File: src/rtl/vga_timing_pkg.sv
// Shared VGA 640x480@60 Hz timing constants.
// Imported by the sync generator, the shape renderer and the output stage
// so every stage agrees on display bounds, porches and sync positions.
package vga_timing_pkg;

   // Counter width: both totals (800, 525) fit in 10 bits.
   localparam int CNT_W = 10;

   localparam int H_DISPLAY = 640;
   localparam int H_FRONT   = 16;
   localparam int H_SYNC    = 96;
   localparam int H_BACK    = 48;
   localparam int H_TOTAL   = H_DISPLAY + H_FRONT + H_SYNC + H_BACK;   // 800

   localparam int V_DISPLAY = 480;
   localparam int V_FRONT   = 10;
   localparam int V_SYNC    = 2;
   localparam int V_BACK    = 33;
   localparam int V_TOTAL   = V_DISPLAY + V_FRONT + V_SYNC + V_BACK;   // 525

   // Inclusive sync windows in pixel / line counts.
   localparam int H_SYNC_START = H_DISPLAY + H_FRONT;                  // 656
   localparam int H_SYNC_END   = H_DISPLAY + H_FRONT + H_SYNC - 1;     // 751
   localparam int V_SYNC_START = V_DISPLAY + V_FRONT;                  // 490
   localparam int V_SYNC_END   = V_DISPLAY + V_FRONT + V_SYNC - 1;     // 491

endpackage

File: src/rtl/pixel_tick_gen.sv
// Pixel-enable divider: p_tick is high one cycle in every CLK_DIV system
// clocks, on the last count of the divider. With CLK_DIV=1 it is always high.
module pixel_tick_gen #(
   parameter int CLK_DIV = 4
) (
   input  logic clk,
   input  logic reset,
   output logic p_tick
);

   localparam int W = (CLK_DIV > 1) ? $clog2(CLK_DIV) : 1;
   localparam logic [W-1:0] DIV_LAST = W'(CLK_DIV - 1);

   logic [W-1:0] div_cnt_q;
   logic [W-1:0] div_cnt_d;

   assign p_tick = (div_cnt_q == DIV_LAST);

   // Next divider count: wrap on the tick cycle, otherwise advance.
   always_comb begin
      div_cnt_d = div_cnt_q + W'(1);
      if (p_tick) begin
         div_cnt_d = '0;
      end
   end

   // Divider register with synchronous reset.
   always_ff @(posedge clk) begin
      if (reset) begin
         div_cnt_q <= '0;
      end else begin
         div_cnt_q <= div_cnt_d;
      end
   end

endmodule

File: src/rtl/vga_sync_gen.sv
// VGA raster timing generator: pixel enable, x/y scan counters, active-low
// hsync/vsync, video_on, and line/frame pulses for the shape renderer.
// Optional feature: define VGA_FRAME_CNT_EN to add the 8-bit frame_cnt output
// (used by the traffic controller for blink phases).
module vga_sync_gen
   import vga_timing_pkg::*;
#(
   parameter int CLK_DIV   = 4,
   parameter int H_DISPLAY = vga_timing_pkg::H_DISPLAY,
   parameter int H_FRONT   = vga_timing_pkg::H_FRONT,
   parameter int H_SYNC    = vga_timing_pkg::H_SYNC,
   parameter int H_BACK    = vga_timing_pkg::H_BACK,
   parameter int V_DISPLAY = vga_timing_pkg::V_DISPLAY,
   parameter int V_FRONT   = vga_timing_pkg::V_FRONT,
   parameter int V_SYNC    = vga_timing_pkg::V_SYNC,
   parameter int V_BACK    = vga_timing_pkg::V_BACK
) (
   input  logic             clk,
   input  logic             reset,
   output logic             p_tick,
   output logic [CNT_W-1:0] x,
   output logic [CNT_W-1:0] y,
   output logic             video_on,
   output logic             hsync,
   output logic             vsync,
   output logic             line_end,
   output logic             frame_start
`ifdef VGA_FRAME_CNT_EN
   ,
   output logic [7:0]       frame_cnt
`endif
);

   // Count-width constants derived from the timing parameters.
   localparam int HT = H_DISPLAY + H_FRONT + H_SYNC + H_BACK;
   localparam int VT = V_DISPLAY + V_FRONT + V_SYNC + V_BACK;
   localparam logic [CNT_W-1:0] H_LAST  = CNT_W'(HT - 1);
   localparam logic [CNT_W-1:0] V_LAST  = CNT_W'(VT - 1);
   localparam logic [CNT_W-1:0] H_DISP  = CNT_W'(H_DISPLAY);
   localparam logic [CNT_W-1:0] V_DISP  = CNT_W'(V_DISPLAY);
   localparam logic [CNT_W-1:0] H_SS    = CNT_W'(H_DISPLAY + H_FRONT);
   localparam logic [CNT_W-1:0] H_SE    = CNT_W'(H_DISPLAY + H_FRONT + H_SYNC - 1);
   localparam logic [CNT_W-1:0] V_SS    = CNT_W'(V_DISPLAY + V_FRONT);
   localparam logic [CNT_W-1:0] V_SE    = CNT_W'(V_DISPLAY + V_FRONT + V_SYNC - 1);

   logic [CNT_W-1:0] h_cnt_q, h_cnt_d;
   logic [CNT_W-1:0] v_cnt_q, v_cnt_d;

   pixel_tick_gen #(
      .CLK_DIV (CLK_DIV)
   ) u_tick (
      .clk    (clk),
      .reset  (reset),
      .p_tick (p_tick)
   );

   // Pulses are combinational so they coincide with the last pixel/line.
   assign line_end    = p_tick && (h_cnt_q == H_LAST);
   assign frame_start = line_end && (v_cnt_q == V_LAST);

   // Next-state scan counters: advance x on each pixel tick, y on line wrap.
   always_comb begin
      h_cnt_d = h_cnt_q;
      v_cnt_d = v_cnt_q;
      if (p_tick) begin
         if (h_cnt_q == H_LAST) begin
            h_cnt_d = '0;
            if (v_cnt_q == V_LAST) begin
               v_cnt_d = '0;
            end else begin
               v_cnt_d = v_cnt_q + CNT_W'(1);
            end
         end else begin
            h_cnt_d = h_cnt_q + CNT_W'(1);
         end
      end
   end

   // Scan counter registers; reset wins over any pending advance.
   always_ff @(posedge clk) begin
      if (reset) begin
         h_cnt_q <= '0;
         v_cnt_q <= '0;
      end else begin
         h_cnt_q <= h_cnt_d;
         v_cnt_q <= v_cnt_d;
      end
   end

   // Decode straight from the registered counts so syncs align with x/y.
   assign x        = h_cnt_q;
   assign y        = v_cnt_q;
   assign video_on = (h_cnt_q < H_DISP) && (v_cnt_q < V_DISP);
   assign hsync    = !((h_cnt_q >= H_SS) && (h_cnt_q <= H_SE));
   assign vsync    = !((v_cnt_q >= V_SS) && (v_cnt_q <= V_SE));

`ifdef VGA_FRAME_CNT_EN
   logic [7:0] frame_cnt_q, frame_cnt_d;

   // Frame counter advances once per frame and wraps naturally at 255.
   always_comb begin
      frame_cnt_d = frame_cnt_q;
      if (frame_start) begin
         frame_cnt_d = frame_cnt_q + 8'd1;
      end
   end

   // Frame counter register.
   always_ff @(posedge clk) begin
      if (reset) begin
         frame_cnt_q <= '0;
      end else begin
         frame_cnt_q <= frame_cnt_d;
      end
   end

   assign frame_cnt = frame_cnt_q;
`endif

endmodule

File: config.mk
export PLATFORM = sky130hd
export DESIGN_NAME = vga_sync_gen
export DESIGN_NICKNAME = d
export VERILOG_FILES = /design/src/rtl/vga_timing_pkg.sv /design/src/rtl/pixel_tick_gen.sv /design/src/rtl/vga_sync_gen.sv
export SDC_FILE = /design/constraint.sdc
export NUM_CORES = 1
export LEC_CHECK = 0
export CELL_PAD_IN_SITES_DETAIL_PLACEMENT = 1
export CELL_PAD_IN_SITES_GLOBAL_PLACEMENT = 1
export CORE_MARGIN = 2
export CORE_UTILIZATION = 36
export DETAILED_ROUTE_END_ITERATION = 10
export PLACE_DENSITY = 0.85
export SYNTH_ARGS = -nofsm -noshare
export SYNTH_HDL_FRONTEND = slang
export SYNTH_SLANG_ARGS = --single-unit
File: constraint.sdc
create_clock -name clk -period 2.3 [get_ports clk]
set_input_delay 0.46 -clock clk [delete_from_list [all_inputs] [get_ports clk]]
set_output_delay 0.46 -clock clk [all_outputs]
set_load 0.05 [all_outputs]
# --- Yosys cells after proc, flatten, opt, wreduce, memory -nomap -nowiden ---
# Cells that the tools add are included.
op_classes:
  add_sub_neg: 3
  n_lt_le_gt_ge: 6
  n_eq_ne: 3
  muxes: 2
  reduce_logical: 9
op_table:
  columns: ["operator", "count"]
  rows:
  - ["adder 10 x 1 -> 10 bit (second input constant)", 2]
  - ["equality test 10 bit (second input constant)", 2]
  - ["two-way mux 10 bit", 2]
  - ["greater-or-equal comparator 10 bit (second input constant)", 1]
  - ["greater-or-equal comparator 10 x 9 -> 1 bit (second input constant)", 1]
  - ["<= comparator 10 bit (second input constant)", 1]
  - ["<= comparator 10 x 9 -> 1 bit (second input constant)", 1]
  - ["< comparator 10 bit (second input constant)", 1]
  - ["< comparator 10 x 9 -> 1 bit (second input constant)", 1]
  - ["logical AND 1 bit", 5]
  - ["adder 2 x 1 -> 2 bit (second input constant)", 1]
  - ["equality test 2 bit (second input constant)", 1]
  - ["zero test 1 bit", 2]
  - ["AND reduction 2 bit", 1]
  - ["OR reduction 2 bit", 1]
totals:
  reg_bits: 22
  input_bits: 2
  output_inout_bits: 26
  elab_cells: 26

# --- Depth between registers and ports, before layout ---
# Gate-level depths: netlist of the first run.
depth:
  ltp_word: 3
  mapped_depth: 8
  mapped_depth_nobuf: 6

# --- Hierarchy ---
# A second synthesis of the first run with hierarchy kept.
hier_totals:
  cells_unflattened: 126
  hier_area_um2: 1138.6
modules_own_cells:
  columns: ["module", "n_inst", "cells_each", "area_each_um2", "seq_area_each_um2"]
  rows:
  - ["vga_sync_gen", 1, 121, 1063.5, 400.4]
  - ["pixel_tick_gen", 1, 5, 75.1, 40.0]

# --- Worst setup path before layout of the first run ---
# No wires, ideal clock.
synth_path:
  path_type: "register to output"
  from: "register u_tick.div_cnt_q[0]"
  to: "output port frame_start"
  arrival_time_ns: 2.380
  required_ns: 1.840
  path_slack_ns: -0.540
  path_stages_with_launch: 7
  path_buffers: 2
  cell_sequence: "dfxtp_1 ha_1 buf_2 nand4_2 or3_1 buf_6 nor2_1"
synth_between:
  elab_chain_cells: 3
synth_lines:
  columns: ["item", "line", "source"]
  rows:
  - ["start: declaration", "pixel_tick_gen.sv:14", "logic [W-1:0] div_cnt_q;"]
  - ["start signal: assignment", "pixel_tick_gen.sv:32", "div_cnt_q <= div_cnt_d;"]
  - ["equality test 2 bit", "pixel_tick_gen.sv:17", "assign p_tick = (div_cnt_q == DIV_LAST);"]
  - ["net p_tick", "vga_sync_gen.sv:20", "output logic p_tick,"]
  - ["logical AND 1 bit", "vga_sync_gen.sv:58", "assign line_end = p_tick && (h_cnt_q == H_LAST);"]
  - ["logical AND 1 bit", "vga_sync_gen.sv:59", "assign frame_start = line_end && (v_cnt_q == V_LAST);"]
  - ["end: declaration", "vga_sync_gen.sv:27", "output logic frame_start"]
# The timed path passes the listed nets, and every way through them passes these cells.

# --- Final worst setup path of the first run ---
layout_path:
  from: "register h_cnt_q[0] (netlist: x[0])"
  to: "output port frame_start"
layout_between:
  elab_chain_cells: 3
layout_lines:
  columns: ["item", "line", "source"]
  rows:
  - ["start: declaration", "vga_sync_gen.sv:46", "logic [CNT_W-1:0] h_cnt_q, h_cnt_d;"]
  - ["start signal: assignment", "vga_sync_gen.sv:85", "h_cnt_q <= h_cnt_d;"]
  - ["equality test 10 bit", "vga_sync_gen.sv:58", null]
  - ["logical AND 1 bit", "vga_sync_gen.sv:58", null]
  - ["logical AND 1 bit", "vga_sync_gen.sv:59", null]
# Every way passes these cells.

==> results of run 1 <==
==> logic make-up (layout without fill, tap and decap cells) <==
kind of cell,count (synthesis),in the layout,synth area share [%]
adder cells (fa/ha/maj),5,5,5.49
buffers and inverters,11,51,4.72
flip-flops,22,22,38.7
AO/OA/AOI/OAI,17,17,9.89
XOR/XNOR,12,12,9.23
AND/OR/NAND/NOR,60,60,32.0
==> cell usage after synthesis, types with 2 or more instances <==
library cell and count:
sky130_fd_sc_hd__dfxtp_1 22, sky130_fd_sc_hd__nand3_1 9, sky130_fd_sc_hd__nor2_1 9, sky130_fd_sc_hd__a21oi_1 8
sky130_fd_sc_hd__nand2_1 8, sky130_fd_sc_hd__nor3_1 8, sky130_fd_sc_hd__xor2_1 7, sky130_fd_sc_hd__inv_1 6
sky130_fd_sc_hd__ha_1 5, sky130_fd_sc_hd__xnor2_1 5, sky130_fd_sc_hd__or4_1 4, sky130_fd_sc_hd__nand4_1 3
sky130_fd_sc_hd__o31ai_1 3, sky130_fd_sc_hd__and4_1 2, sky130_fd_sc_hd__nor3b_1 2, sky130_fd_sc_hd__nor4_1 2
sky130_fd_sc_hd__nor4b_1 2, sky130_fd_sc_hd__o41ai_1 2, sky130_fd_sc_hd__or3_1 2, sky130_fd_sc_hd__or4b_2 2
==> stage by stage <==
step / util, % / area (um2) / cells / setup slack (ps) / power, W
5_1_grt: 53.5 / 1620 / 211 / -1.05 / 0.000652
3_5_place_dp: 50.2 / 1520 / 201 / 175 / 0.000443
2_1_floorplan: - / 1160 / 127 / -3.81 / 0.000427
4_1_cts: 51.2 / 1550 / 204 / 16.8 / 0.000622
3_3_place_gp: 50.2 / 1520 / 201 / 251 / 0.000440
6_report: 53.5 / 1620 / 211 / 89.1 / 0.000619
==> power by group through the flow <==
stage / clock network (W) / registers, W / logic [W]
4_1_cts: 0.000188 / 0.000392 / 0.0000422
2_1_floorplan: 0 / 0.000405 / 0.0000222
3_3_place_gp: 0 / 0.000399 / 0.0000404
6_report: 0.000184 / 0.000390 / 0.0000454
5_1_grt: 0.000211 / 0.000391 / 0.0000493
3_5_place_dp: 0 / 0.000400 / 0.0000428
==> flip-flops by register name, indices dropped and copies added, names as in the netlist <==
name,cells
x,10
u_tick.div_cnt_q,2
y,10
==> final cells by class <==
| cell class | count | area (um2) |
|---|---|---|
| clock buffers | 3 | 22.5 |
| fillers | 366 | 1410 |
| inverters | 7 | 26.3 |
| multi-input cells | 94 | 682 |
| flip-flops and latches | 22 | 447 |
| well taps | 44 | 55.1 |
| repair buffers | 41 | 388 |
==> what timing repair did <==
| action | CTS | global route |
|---|---|---|
| setup endpoints to repair | 4 | 3 |
| resized for setup | 5 | 3 |
| buffers inserted | 0 | 7 |
| endpoints found under the hold margin | 0 | 0 |
| hold buffers | 0 | 0 |
| pin swaps | 2 | 2 |
==> worst min path at each step <==
| stage | to |
|---|---|
| 2_1_floorplan | u_tick.div_cnt_q[0] |
| 3_3_place_gp | u_tick.div_cnt_q[0] |
| 3_5_place_dp | u_tick.div_cnt_q[0] |
| 4_1_cts | u_tick.div_cnt_q[0] |
| 5_1_grt | u_tick.div_cnt_q[0] |
| 6_report | u_tick.div_cnt_q[0] |
==> cells in the final DEF (no fill, tap or decap), types with 2 or more instances in the layout <==
master | Yosys | layout
sky130_fd_sc_hd__clkdlybuf4s50_1 | 0 | 21
sky130_fd_sc_hd__dfxtp_1 | 22 | 19
sky130_fd_sc_hd__buf_4 | 1 | 16
sky130_fd_sc_hd__nand3_1 | 9 | 9
sky130_fd_sc_hd__nor2_1 | 9 | 8
sky130_fd_sc_hd__nand2_1 | 8 | 8
sky130_fd_sc_hd__a21oi_1 | 8 | 8
sky130_fd_sc_hd__nor3_1 | 8 | 7
sky130_fd_sc_hd__xor2_1 | 7 | 7
sky130_fd_sc_hd__inv_1 | 6 | 6
sky130_fd_sc_hd__xnor2_1 | 5 | 5
sky130_fd_sc_hd__or4_1 | 4 | 4
sky130_fd_sc_hd__nand4_1 | 3 | 3
sky130_fd_sc_hd__o31ai_1 | 3 | 3
sky130_fd_sc_hd__ha_1 | 5 | 3
sky130_fd_sc_hd__clkbuf_4 | 0 | 3
sky130_fd_sc_hd__nor3b_1 | 2 | 2
sky130_fd_sc_hd__and4_1 | 2 | 2
sky130_fd_sc_hd__o41ai_1 | 2 | 2
sky130_fd_sc_hd__nor4_1 | 2 | 2
sky130_fd_sc_hd__or4b_2 | 2 | 2
sky130_fd_sc_hd__ha_2 | 0 | 2
sky130_fd_sc_hd__dlygate4sd2_1 | 0 | 2
sky130_fd_sc_hd__buf_12 | 0 | 2
sky130_fd_sc_hd__dfxtp_2 | 0 | 2
==> metal layers <==
layer | up-vias | wire length, um | GRT usage [%]
li1 | 543 | - | -
met5 | - | 0 | 0
met1 | 558 | 1340 | 22.9
met4 | 0 | 46 | 8.25
met2 | 31 | 1760 | 36.0
met3 | 5 | 140 | 3.03
==> worst max-delay path, stage by stage, from the launching register on <==
cell and delay, ps:
sky130_fd_sc_hd__dfxtp_4 380, sky130_fd_sc_hd__ha_2 220, sky130_fd_sc_hd__nand4_4 120, sky130_fd_sc_hd__or3_4 450, sky130_fd_sc_hd__nor2_4 120, sky130_fd_sc_hd__buf_12 140
==> summary.txt, run 1 <==
Timing
  • Post-route setup TNS: 0 ps
  • Hold Slack: 441 ps
  • Setup violators final: 0
  • Worst Max-Slew Pin Slew: 511 ps
  • Period minus WS final: 2210 ps
  • Final period utilization: 96.1%
  • Max transition margin: about 66%
  • Final hold violation count: 0
  • Max-slew violation count: 0
  • Fmax: about 450 MHz
  • Maximum clock skew at final layout: 8.65 ps

Worst hold path
  • Worst min-delay path startpoint: u_tick.div_cnt_q[0]
  • Class of the tightest hold or removal check: register to register
  • Instance count along the most critical hold path: 1

CTS
  • Number of clock buffers inserted by TritonCTS: 3
  • Maximum number of buffers from clock root to sink: 2
  • Later-pin clock latency in the skew report: approximately 320 ps
  • Cell at the root of the clock tree: sky130_fd_sc_hd__clkbuf_4
  • Clock tree from TritonCTS: built
  • # H-tree levels: 1
  • Worst-path clk slew: 130 ps
  • Sinks on the clock net: 22

Placed design
  • Buffers added on ports: 27
  • Half-perimeter wire length after detailed placement: 2420 um
  • Gpl congestion: between 0.7 and 0.8

Setup path
  • R2R Setup Slk: 130 ps
  • CP startpoint kind: register
  • Setup crit start: x[0]
  • Critical path arrival: 1750 ps
  • Maximum fanout along the worst path: 5
  • Worst path required time: 1840 ps
  • Category of the worst setup path capture point: output pin
  • Critical path type: register to output pin
  • Capturing point of the worst reg2reg path: y[9]
  • Beginning of the worst register-to-register path: x[0]
  • CP Capture Point: frame_start
  • Depth of the worst register-to-register path: 8

Synthesis
  • Number of synthesis warnings: 0
  • Count of distinct cell types in the synthesized netlist: 36
  • Sequential area share after synthesis: 38.7%
  • Proportion of netlist area held by the largest area contributor: 38.7%
  • Number of instances in the synthesized netlist: 127
  • Area contributors post-synth: sky130_fd_sc_hd__dfxtp_1 (39%), sky130_fd_sc_hd__ha_1 (5.5%), sky130_fd_sc_hd__xor2_1 (5.4%), sky130_fd_sc_hd__nand3_1 (4.0%), sky130_fd_sc_hd__xnor2_1 (3.8%)
  • Leading register cell type out of synthesis: sky130_fd_sc_hd__dfxtp_1
  • Summed instance area of the synthesized netlist: approximately 1100 um2
  • Share of flip-flops with an asynchronous set or reset: 0%
  • Biggest area consumer among synthesized cells: sky130_fd_sc_hd__dfxtp_1
  • Post-synthesis average cell area: 8.97 um2
  • Net count after synthesis: 134
  • Number of flip-flops and latches in the synthesized netlist: 22
  • Number of synthesized flops with an enable pin: 0

Floorplan
  • Row count: 20
  • Core area: approximately 3000 um2
  • Die extent in y: 60.2 um
  • Initial Util: between 30% and 40%
  • Die width: about 60 um
  • Die area: 3630 um2
  • Boundary Pins: 28

Global route
  • Largest net degree at the start of global routing: 15
  • Number of antenna violations at the first check in global routing: 0
  • Total GRT Usage: around 20%
  • Via count of the first global-routing pass: 1114
  • First-pass GRT wire length: about 5300 um
  • Sum of overflow across all layers after global routing: 0

Pwr
  • Clock Power Share: about 30%
  • Int Pwr: 0.000467 W
  • Proportion of total power due to net switching: 24.6%
  • IR Drop Worst-Case VDD: 0.000302 V
  • Flop pwr share: a little over three fifths
  • Share of total power in combinational logic: 7.3%
  • Leak: 0.573 nW
  • Sw power: 0.000152 W
  • Power density of the placed cells: 382 nW/um2

Layout
  • Antenna diode count: 0
  • Post-layout net count: 176
  • Area added between synthesis and finish: 42.3%
  • Fraction of layout instances using a drive strength above 1: 24.0%

Routing
  • Number of iterations in the first detailed-routing pass: 4
  • DRC errors left: 0
  • Total via count after detailed routing: 1137
  • Average via count per standard cell: between 5 and 6
  • Iteration-0 DRC count of the detailed router: 21
  • Number of nets with antenna violations after detailed routing: 0
  • Average routed wire per standard cell: 15.6 um
  • Post-Route WL: 3280 um

Status
  • Run status: completed

Flow run
  • Number of max-cap violations: 0
Note: power is estimated with default switching activity, not from simulation.
==> run 2, diff against run 1 <==
--- a/config.mk
+++ b/config.mk
@@ -11,6 +11,7 @@
 export CORE_UTILIZATION = 36
 export DETAILED_ROUTE_END_ITERATION = 10
 export PLACE_DENSITY = 0.85
+export SKIP_LAST_GASP = 1
 export SYNTH_ARGS = -nofsm -noshare
 export SYNTH_HDL_FRONTEND = slang
 export SYNTH_SLANG_ARGS = --single-unit
==> run 2 against run 1 <==
Hold slack got worse by 29 ps. Clock skew fell by 2.0 ps. Combinational power fell by 3%. Global-route usage did not move. Core utilization rose by 0.37 points. Die area did not move. Sequential share of layout area fell by 0.11 points. Worst setup slack got worse by 5.3 ps. First-iteration DRC count fell by 19%. Via count fell by 0.44%. Register-to-register slack improved by 30 ps.
==> summary.txt, run 2 (synthesized netlist as in run 1, its figures left out) <==
Layout
  • Commonest cells after routing, fill and taps aside: sky130_fd_sc_hd__clkdlybuf4s50_1 (21), sky130_fd_sc_hd__dfxtp_1 (18), sky130_fd_sc_hd__buf_4 (16), sky130_fd_sc_hd__nand3_1 (9)
  • Multi-input gate area in the final layout: 692 um2 (+1.5%)
  • Leading cell type in the layout, fill and taps excluded: sky130_fd_sc_hd__clkdlybuf4s50_1
  • Antenna diode count: 0 (unchanged)
  • Fraction of layout instances using a drive strength above 1: 24.6% (+0.60 points)
  • Area added between synthesis and finish: 43.3%
  • Core Util, Final: 53.9% (+0.37 points)
  • Post-layout net count: 176 (unchanged)
  • Fill cell total of the finished layout: 364 (-0.55%)
  • Sequential cell area in the final layout: 448 um2 (+0.28%)
  • Total non-filler cell area in the finished layout: 1630 um2 (+0.69%)

Global route
  • Largest net degree at the start of global routing: 15 (unchanged)
  • Via count of the first global-routing pass: 1115 (+0.090%)
  • Number of antenna violations at the first check in global routing: 0 (unchanged)
  • First-pass GRT wire length: 5350 um (+0.26%)
  • Total GRT Usage: 19.9% (unchanged)
  • Sum of overflow across all layers after global routing: 0 (unchanged)

Placed design
  • Gpl congestion: 0.795 (unchanged)
  • Post-Place Worst Slack: 175 ps (unchanged)
  • Buffers added on ports: 27 (unchanged)
  • Half-perimeter wire length after detailed placement: 2420 um (unchanged)
  • Post-detailed-placement cell area: 1520 um2 (unchanged)

Setup path
  • Buf/Inv on CP: 1 (unchanged)
  • Maximum single-stage delay on the critical path: 510 ps (+60 ps)
  • CP Cell Sequence: nand4b_2 -> or3_4 -> nor2_4 -> buf_12
  • R2R Setup Slk: 160 ps (+30 ps)
  • Worst path slowest cell: sky130_fd_sc_hd__dfxtp_1
  • Critical path arrival: 1760 ps (about the same)
  • Depth of the worst register-to-register path: 7 (-1)
  • Critical path type: register to output pin
  • Worst path required time: 1840 ps (about the same)
  • Setup crit start: x[4]
  • Maximum fanout along the worst path: 8 (+3)
  • Beginning of the worst register-to-register path: x[4]
  • CP startpoint kind: register
  • Category of the worst setup path capture point: output pin
  • CP Capture Point: frame_start
  • Capturing point of the worst reg2reg path: y[9]
  • Gate family responsible for the most delay along the worst path: simple AND/OR/NAND/NOR gates
  • Path length in cells of the critical path: 4 (-1)

Routing
  • Number of iterations in the first detailed-routing pass: 4 (unchanged)
  • Iteration-0 DRC count of the detailed router: 17 (-19%)
  • Post-Route WL: 3310 um (+0.91%)
  • Average via count per standard cell: 5.36 (-0.44%)
  • Total via count after detailed routing: 1132 (-0.44%)
  • DRC errors left: 0 (unchanged)
  • Average routed wire per standard cell: 15.7 um (+0.91%)
  • Number of nets with antenna violations after detailed routing: 0 (unchanged)

Floorplan
  • Boundary Pins: 28 (unchanged)
  • Core area: 3030 um2 (unchanged)
  • Row count: 20 (unchanged)
  • Die extent in y: 60.2 um (unchanged)
  • Die area: 3630 um2 (unchanged)
  • Initial Util: 37.6% (unchanged)
  • Die width: 60.2 um (unchanged)

Pwr
  • Int Pwr: 0.000467 W (about the same)
  • IR Drop Worst-Case VDD: 0.000301 V (-0.19%)
  • Clock Power Share: 29.5% (-0.2 points)
  • Leak: 0.573 nW (about the same)
  • Sw power: 0.000151 W (-0.91%)
  • Total power: 0.000618 W (-0.30%)
  • Share of total power in combinational logic: 7.1% (-0.2 points)
  • Power density of the placed cells: 379 nW/um2 (-0.99%)
  • Proportion of total power due to net switching: 24.5% (-0.15 points)
  • Flop pwr share: 63.3% (+0.3 points)

Timing
  • Fmax: 451 MHz (-0.24%)
  • Period minus WS final: 2220 ps (+5.33 ps)
  • Max-slew violation count: 0 (unchanged)
  • Worst setup slack after layout: 83.7 ps (-5.33 ps)
  • Setup violators final: 0 (unchanged)
  • Final period utilization: 96.4% (+0.23 points)
  • Final hold violation count: 0 (unchanged)
  • Worst Max-Slew Pin Slew: 512 ps (+0.588 ps)
  • Post-route setup TNS: 0 ps (unchanged)
  • Max transition margin: 65.8% (about the same)
  • Maximum clock skew at final layout: 6.63 ps (-2.02 ps)

CTS
  • # H-tree levels: 1 (unchanged)
  • Maximum number of buffers from clock root to sink: 2 (unchanged)
  • Later-pin clock latency in the skew report: 320 ps (about the same)
  • Clock tree from TritonCTS: built
  • Worst-path clk slew: 120 ps (about the same)
  • Sinks on the clock net: 22 (unchanged)
  • Cell at the root of the clock tree: sky130_fd_sc_hd__clkbuf_4
  • Number of clock buffers inserted by TritonCTS: 3 (unchanged)

Worst hold path
  • Class of the tightest hold or removal check: register to register

Flow run
  • Number of max-cap violations: 0 (unchanged)

Status
  • Run status: completed
## run 2: power by group through the flow
stage | combinational (W) | clock, W | sequential [W]
after detailed placement | 0.0000428 | 0 | 0.000400
after CTS | 0.0000422 | 0.000188 | 0.000392
after floorplan | 0.0000222 | 0 | 0.000405
after global routing | 0.0000473 | 0.000211 | 0.000393
final | 0.0000440 | 0.000182 | 0.000391
after global placement | 0.0000404 | 0 | 0.000399
## run 2: cell type report
| class | instances | share of cell area, % |
|---|---|---|
| clock buffer | 3 | 1.38 |
| multi-input combinational | 94 | 42.4 |
| inverter | 7 | 1.61 |
| tap | 44 | 3.37 |
| timing repair buffer | 41 | 23.8 |
| sequential | 22 | 27.5 |
## run 2: worst min-delay path by stage
stage	startpoint	endpoint	slack, ps	cells after the start
finish	u_tick.div_cnt_q[0]	u_tick.div_cnt_q[0]	410	1
global route	u_tick.div_cnt_q[0]	u_tick.div_cnt_q[0]	440	1
CTS	u_tick.div_cnt_q[0]	u_tick.div_cnt_q[0]	440	1
detailed placement	u_tick.div_cnt_q[0]	u_tick.div_cnt_q[0]	430	1
global placement	u_tick.div_cnt_q[0]	u_tick.div_cnt_q[0]	410	1
floorplan	u_tick.div_cnt_q[0]	u_tick.div_cnt_q[0]	400	1
## run 2: stage by stage
step | cells | hold slack, ps
2_1_floorplan | 127 | 402
3_3_place_gp | 201 | 412
3_5_place_dp | 201 | 426
4_1_cts | 204 | 445
5_1_grt | 211 | 439
6_report | 211 | 412
## run 2: metal layers
metal | part of all wire (%) | wire (um) | vias to the layer above | GRT usage [%]
met2 | 53 | 1760 | 25 | 36.0
met1 | 42 | 1390 | 558 | 22.9
met4 | 1.4 | 46 | 0 | 8.25
met5 | 0 | 0 | - | 0
li1 | - | - | 544 | -
met3 | 3.7 | 121 | 5 | 3.03
## run 2: worst reg2reg max path, cell delays in order (launching register included)
cell and delay (ps):
sky130_fd_sc_hd__dfxtp_1 510, sky130_fd_sc_hd__nand4b_2 220, sky130_fd_sc_hd__or3_4 430, sky130_fd_sc_hd__buf_4 160, sky130_fd_sc_hd__buf_4 130, sky130_fd_sc_hd__buf_4 130, sky130_fd_sc_hd__o41ai_1 340, sky130_fd_sc_hd__a21oi_1 110
## run 2: timing repair
item | in CTS | in global routing
gates resized for setup | 3 | 7
hold buffers | 0 | 0
pin swaps | 1 | 2
endpoints found under the hold margin | 0 | 0
buffers inserted | 0 | 7
endpoints found under the setup margin | 4 | 3
